## src/rtl/uart_rx_fifo.sv

```systemverilog
// uart_rx_fifo: parametrised UART receiver with glitch rejection, parity/framing flags and an FWFT output FIFO.
module uart_rx_fifo #(
  parameter int CLOCK_FREQ = 50000000,
  parameter int BAUD_RATE  = 115200,
  parameter int DATA_BITS  = 8,
  parameter int PARITY     = 0,
  parameter int FIFO_DEPTH = 4
) (
  input  logic                         clk,
  input  logic                         rst,
  input  logic                         uart_rx,
  input  logic                         out_ready,
  input  logic                         clr_overrun,
  output logic                         out_valid,
  output logic [DATA_BITS-1:0]         out_data,
  output logic                         frame_err,
  output logic                         parity_err,
  output logic                         overrun,
  output logic [$clog2(FIFO_DEPTH):0]  fifo_count
);
  localparam int CPB = CLOCK_FREQ / BAUD_RATE;
  localparam int BW  = $clog2(DATA_BITS);
  localparam int AW  = $clog2(FIFO_DEPTH);
  localparam int W   = DATA_BITS + 2;
  localparam logic [15:0] HALF = 16'(CPB / 2 - 1);
  localparam logic [15:0] FULL = 16'(CPB - 1);
  typedef enum logic [2:0] {S_IDLE, S_START, S_DATA, S_PAR, S_STOP} state_t;
  state_t               state_q, state_d;
  logic                 rx_meta_q, rx_s_q, armed_q, armed_d;
  logic [15:0]          cnt_q, cnt_d;
  logic [BW-1:0]        idx_q, idx_d;
  logic [DATA_BITS-1:0] shift_q, shift_d;
  logic                 perr_q, perr_d, brk_q, brk_d, push;
  logic [W-1:0]         mem_q [FIFO_DEPTH];
  logic [AW-1:0]        wr_q, wr_d, rd_q, rd_d;
  logic [AW:0]          count_q, count_d;
  logic                 ovr_q, ovr_d, pop, full, wr_en;
  always_comb begin
    state_d = state_q;
    cnt_d   = cnt_q + 16'd1;
    idx_d   = idx_q;
    shift_d = shift_q;
    perr_d  = perr_q;
    brk_d   = brk_q;
    push    = 1'b0;
    armed_d = armed_q | rx_s_q;
    case (state_q)
      S_IDLE: begin
        cnt_d = '0;
        if (armed_q && !rx_s_q) begin
          state_d = S_START;
          perr_d  = 1'b0;
        end
      end
      S_START: if (cnt_q == HALF) begin
        cnt_d   = '0;
        idx_d   = '0;
        state_d = rx_s_q ? S_IDLE : S_DATA;
      end
      S_DATA: if (cnt_q == FULL) begin
        cnt_d   = '0;
        shift_d = {rx_s_q, shift_q[DATA_BITS-1:1]};
        idx_d   = idx_q + 1'b1;
        if (idx_q == BW'(DATA_BITS - 1)) state_d = (PARITY != 0) ? S_PAR : S_STOP;
      end
      S_PAR: if (cnt_q == FULL) begin
        cnt_d   = '0;
        perr_d  = ((^shift_q) ^ rx_s_q) != (PARITY == 1);
        state_d = S_STOP;
      end
      S_STOP: begin
        // A zero stop bit pushes once, then the line must return high before the next frame.
        if (brk_q) begin
          cnt_d = '0;
          if (rx_s_q) begin
            brk_d   = 1'b0;
            state_d = S_IDLE;
          end
        end else if (cnt_q == FULL) begin
          cnt_d   = '0;
          push    = 1'b1;
          brk_d   = !rx_s_q;
          state_d = rx_s_q ? S_IDLE : S_STOP;
        end
      end
      default: state_d = S_IDLE;
    endcase
  end
  always_comb begin
    pop     = out_valid && out_ready;
    full    = count_q == (AW+1)'(FIFO_DEPTH);
    wr_en   = push && (!full || pop);
    wr_d    = wr_q + AW'(wr_en);
    rd_d    = rd_q + AW'(pop);
    count_d = count_q + (AW+1)'(wr_en) - (AW+1)'(pop);
    ovr_d   = (push && full && !pop) || (ovr_q && !clr_overrun);
  end
  always_ff @(posedge clk or posedge rst) begin
    if (rst) begin
      rx_meta_q <= 1'b1;
      rx_s_q    <= 1'b1;
      armed_q   <= 1'b0;
      state_q   <= S_IDLE;
      cnt_q     <= '0;
      idx_q     <= '0;
      shift_q   <= '0;
      perr_q    <= 1'b0;
      brk_q     <= 1'b0;
      wr_q      <= '0;
      rd_q      <= '0;
      count_q   <= '0;
      ovr_q     <= 1'b0;
    end else begin
      rx_meta_q <= uart_rx;
      rx_s_q    <= rx_meta_q;
      armed_q   <= armed_d;
      state_q   <= state_d;
      cnt_q     <= cnt_d;
      idx_q     <= idx_d;
      shift_q   <= shift_d;
      perr_q    <= perr_d;
      brk_q     <= brk_d;
      wr_q      <= wr_d;
      rd_q      <= rd_d;
      count_q   <= count_d;
      ovr_q     <= ovr_d;
    end
  end
  always_ff @(posedge clk) begin
    if (wr_en) mem_q[wr_q] <= {shift_q, ~rx_s_q, perr_q};
  end
  assign out_valid  = count_q != '0;
  assign {out_data, frame_err, parity_err} = out_valid ? mem_q[rd_q] : '0;
  assign overrun    = ovr_q;
  assign fifo_count = count_q;
endmodule

```

## config.mk

```make
export PLATFORM = sky130hd
export DESIGN_NAME = uart_rx_fifo
export DESIGN_NICKNAME = d
export VERILOG_FILES = /design/src/rtl/uart_rx_fifo.sv
export SDC_FILE = /design/constraint.sdc
export NUM_CORES = 1
export LEC_CHECK = 0
export ABC_AREA = 1
export CORE_UTILIZATION = 63
export CTS_CLUSTER_DIAMETER = 200
export DETAILED_ROUTE_END_ITERATION = 7
export DONT_BUFFER_PORTS = 1
export PLACE_DENSITY = 0.78
export SYNTH_ARGS = -nofsm -noshare
export SYNTH_HDL_FRONTEND = slang
export SYNTH_SLANG_ARGS = --single-unit
```

## constraint.sdc

```tcl
create_clock -name clk -period 2.6 [get_ports clk]
set_input_delay 0.39 -clock clk [delete_from_list [all_inputs] [get_ports clk]]
set_output_delay 0.39 -clock clk [all_outputs]
set_load 0.01 [all_outputs]
```

Yosys cells after proc, flatten, opt, wreduce, memory -nomap -nowiden --
Memories as Yosys holds them, arrays and structs flattened. Index checks and enable logic that the tools add are counted.
Word-level totals: bits in writable memories 40, flip-flop bits (word level) 43, output and inout bits 15, input bits 5, memories kept 1
Operators by class: muxes and demuxes 30, eq/ne operators 15, reduce and logical (&&, ||, !) cells 22, bitwise gates (word level) 3, add/subtract/negate cells 6
Memories:
- mem_q | depth 4, bits a word 10, rd ports 1, clocked after memory_dff 0, write ports 1, RTL line 34 | logic [W-1:0] mem_q [FIFO_DEPTH];
Operators with widths (number):
- $pmux 16 s4 | 1
- $mux 16 | 3
- $mux 3 | 11
- $add 16x1->16 const B | 1
- $eq 16x8->1 const B | 1
- $eq 16x9->1 const B | 1
- $pmux 3 s5 | 1
- $mux 1 | 10
- $mux 10 | 1
- $ne 2x2->1 const B | 5
- $eq 3x3->1 const B | 3
- $reduce_xor 8->1 | 1
- $reduce_and 7->1 | 1
- $eq 3x2->1 const B | 2
- $logic_and 1x1->1 | 6
- $ne 3x3->1 const B | 2
- $pmux 3 s2 | 1
- $reduce_and 3->1 | 2
- $add 2x1->2 | 2
- $logic_not 1->1 | 4
- $reduce_bool 2->1 | 2
- $add 3x1->3 | 1
- $add 3x1->3 const B | 1
- $eq 3x1->1 const B | 1
- 11 further kinds | 12

Logic depth before layout (Yosys ltp) --
word-level depth 7, mapped depth 16

Least setup slack after synthesis --
Ideal clock, no wire load.
path kind register to register, start register count_q[1], in the netlist fifo_count[1], end register count_q[2], in the netlist fifo_count[2], setup time 129 ps, path buffers 1, stages on the path, launching flop included 13, setup slack 202 ps, data required time 2471 ps, data arrival time 2270 ps, cell sequence dfrtp_1 > nor2_1 > nand2_1 > inv_1 > clkbuf_1 > nor2_1 > ha_1 > inv_1 > ha_1 > inv_1 > fa_1 > xnor2_1 > xor2_1
On the way: longest elaborated chain between the ends 6, elaborated cells between the ends (all ways) 8, those cells by class add/sub: 2; eq/ne: 1; reduce/logical: 5
RTL lines:
- start: declaration | RTL line 36 | logic [AW:0] count_q, count_d;
- start signal: assignment | RTL line 125 | count_q <= count_d;
- $reduce_bool 3->1 * | RTL line 132 | assign out_valid = count_q != '0;
- net out_valid | RTL line 14 | output logic out_valid,
- $logic_and 1x1->1 * | RTL line 90 | pop = out_valid && out_ready;
- $logic_or 1x1->1 | RTL line 92 | wr_en = push && (!full || pop);
- $logic_and 1x1->1 | RTL line 92
- $add 3x1->3 | RTL line 95 | count_d = count_q + (AW+1)'(wr_en) - (AW+1)'(pop);
- $sub 3x1->3 * | RTL line 95
- net count_d[2] | RTL line 36
Mark *: on every way through the listed nets, which the timed path passes. The rest lies on a longest branch. A chain may end at the register's enable or synchronous reset.

Final worst setup path --
start register cnt_q[1], end register count_q[2], in the netlist fifo_count[2]
On the way: longest elaborated chain between the ends 7
RTL lines:
- start: declaration | RTL line 30 | logic [15:0] cnt_q, cnt_d;
- start signal: assignment | RTL line 118 | cnt_q <= cnt_d;
- $eq 16x9->1 | RTL line 79 | end else if (cnt_q == FULL) begin
- $mux 1 | RTL line 79
- $mux 1 | RTL line 73 | if (brk_q) begin
- $mux 1 | RTL line 47 | case (state_q)
- $logic_and 1x1->1 | RTL line 92
- $add 3x1->3 | RTL line 95
- $sub 3x1->3 | RTL line 95
- net count_d[2] | RTL line 36
The timed path passes the listed nets, and every way through them passes these cells.

==> results.toml <==
[run_status]
run_status = "finished, final reports clean"

[grt]
first_global_vias = 2684
grt_use_total_pct = 25.4
grt_pass1_wl_um = 12100
antenna_found_initial = 0
grt_max_degree = 29
grt_overflow = 0

[cts]
cts_tree = "done"
htreeDepth = 3
cts.sinks = 83
path_clk_slew_ns = 0.09
cts_buffer_depth = 2
clockRootBuffer = "clkbuf_8"
cts_buffers = 9
clk_latency_ns = 0.35

[floorplan]
die_h_um = 80.8
start_util_pct = 65.7
io_pins = 20
core_region_area_mm2 = 0.00596
fp.dieArea_mm2 = 0.00653
die_w_um = 80.8
rows = 28

[setup_path]
crit_type = "flop to flop"
arrival_ns = 2.81
critical_path_required_ns = 2.84
end_kind = "flop"
cp_max_fo = 5
cp-start-kind = "flop"
reg2reg_slack_ns = 0.03

[synthesis]
synth.area.top_cells = "edfxtp_1 (31%), dfrtp_1 (26%), nor2_1 (8.3%), nand2_1 (8.0%), inv_1 (4.1%)"
async_flop_share_pct = 51.8
ys_warn_count = 0
syn_area_mm2 = 0.00391
synth_seq_cells = 83
syn_nets = 437
synth_cells = 422
synth.avg_cell_area_um2 = 9.27
synth_ff_type = "dfrtp_1"
yosysTopAreaCell = "edfxtp_1"
yosysUniqueCellTypes = 32
yosysTopAreaCellShare_pct = 30.7
yosysSeqAreaShare_pct = 58.2
synth_edf_count = 40

[drt]
drcViolationCount = 0
wl_per_cell_um = 14.6
dr.pass1.iters = 4
vias = 2843
avgViaCountPerCell = 5.47
postRouteAntennaNets = 0
wirelength_um = 7620
drtIter0Drc = 164

[final_layout]
multi_input_area_mm2 = 0.00147
nets = 455
final_layout_size_suffix_gt1_share_pct = 13.3
fillers = 447
syn2layout_area_growth_pct = 10.5
seqCellArea_mm2 = 0.00228
diodes = 0

[worst_hold_path]
hold_class = "input port to async pin"

[power]
power_density_mw_per_mm2 = 860
peakVddDrop_uv = 712
power.leakage_nw = 1.98
total_power_mw = 3.72

[sta]
whs_ns = 0.0309
post-route-min-period_ns = 2.57
hold_viol_final = 0
drv_slew = 0
worst_slew_pin_slew_ns = 1.03
skew_ns = 0.00880
setup-violations-final = 0
fmax_mhz = 390
finalSetupTns_ns = 0
worst_slew_margin_rel_pct = 31.0
fin_crit_sh_pct = 98.7

[job]
cap_violations = 0

[placed_design]
portBuffers = 0
dpl.hpwl_um = 5050
place_congestion = 0.904
-- cells in the mapped netlist (2+ instances only) --
cell / number
nand4_1: 7
dfstp_2: 2
nor2_4: 2
nand2_2: 3
buf_4: 2
inv_1: 43
nand3_1: 21
clkbuf_1: 6
edfxtp_1: 40
o21ai_2: 3
o21ai_0: 21
nor3_1: 9
xnor2_1: 6
ha_1: 9
nor2_2: 2
dfrtp_1: 41
xor2_1: 10
a21oi_1: 12
nor2_1: 87
nand2_1: 83
nand3b_1: 2
-- final timing paths --
check	from	end	depth (start not counted)
worst max register to register	cnt_q[1]	fifo_count[2]	16
worst min register to register	rx_meta_q	rx_s_q	0
worst max-delay path	cnt_q[1]	fifo_count[2]	16
worst min-delay path	rst	fifo_count[2]	1
min in group clk	uart_rx	rx_meta_q	0
max in group asynchronous	rst	cnt_q[12]	2
-- report_power, final --
group | internal (mW) | switching (mW)
Combinational | 0.417 | 0.844
Clock | 0.359 | 0.508
Sequential | 1.46 | 0.131
Total | 2.23 | 1.48
-- cell usage in the layout (no fill, tap or decap), drive strengths merged, types with 2 or more instances in the layout --
cell type,instances
o21ai,25
inv,44
edfxtp,40
nand4,7
clkinv,4
clkbuf,9
clkinvlp,4
buf,16
xor2,10
nor2,91
nor3,10
xnor2,6
nand2,86
dfstp,2
nand3b,2
dfrtp,41
ha,9
a21oi,12
nand3,22
-- metal layers --
layer	global-route usage (%)	wire length, µm
met2	44.1	3970
met1	30.1	3210
met4	13.6	159
met5	0	0
met3	4.16	278
-- flip-flops by register name (all words and copies together) (netlist names), 2 cells and up --
name and count:
mem_q 40, cnt_q 16, shift_q 8, fifo_count 3
idx_q 3, state_q 3, rd_q 2, wr_q 2
-- through the flow --
stage	instances	area [µm²]	utilization [%]	setup slack, ns
final	520	4320	72.6	0.0329
after global routing	520	4320	72.6	-0.130
after CTS	514	4220	70.9	0.0173
after detailed placement	498	4030	67.7	0.0179
after global placement	498	4030	67.7	0.120
after floorplan	422	3910	-	0.202
-- logic make-up after synthesis --
kind of cell               Yosys count  synth area share (%)
and+or+nand+nor                    220                  23.8
xor gates and xnor gates            16                  3.58
adders and majority gates           10                  3.39
buffers and inverters               54                  5.56
AOI/OAI and AO/OA                   39                  5.37
DFF                                 83                  58.2
-- critical path: stages, from the launching register on --
cell     delay [ns]
dfrtp_1        0.44
inv_2          0.11
ha_4           0.14
inv_2          0.03
nor2_2         0.10
nand2_1        0.07
nor2_2         0.11
nand2_2        0.09
inv_2          0.10
nand3_4        0.09
ha_4           0.27
inv_2          0.06
ha_4           0.12
inv_2          0.04
fa_2           0.37
xnor2_2        0.15
xor2_1         0.17
-- cell type report --
class | instances | share of cell area (%)
clock buffer | 9 | 2.86
multi-input combinational | 285 | 34.1
sequential | 83 | 52.7
timing repair buffer | 16 | 2.78
clock inverter | 7 | 1.48
inverter | 45 | 3.91
tap | 75 | 2.17
-- what timing repair did --
action                     CTS  global route
buffers inserted             0             6
hold buffers                 0             0
setup endpoints to repair    0             2
resized for setup            0            14
Power figures use the tool's default switching activity.
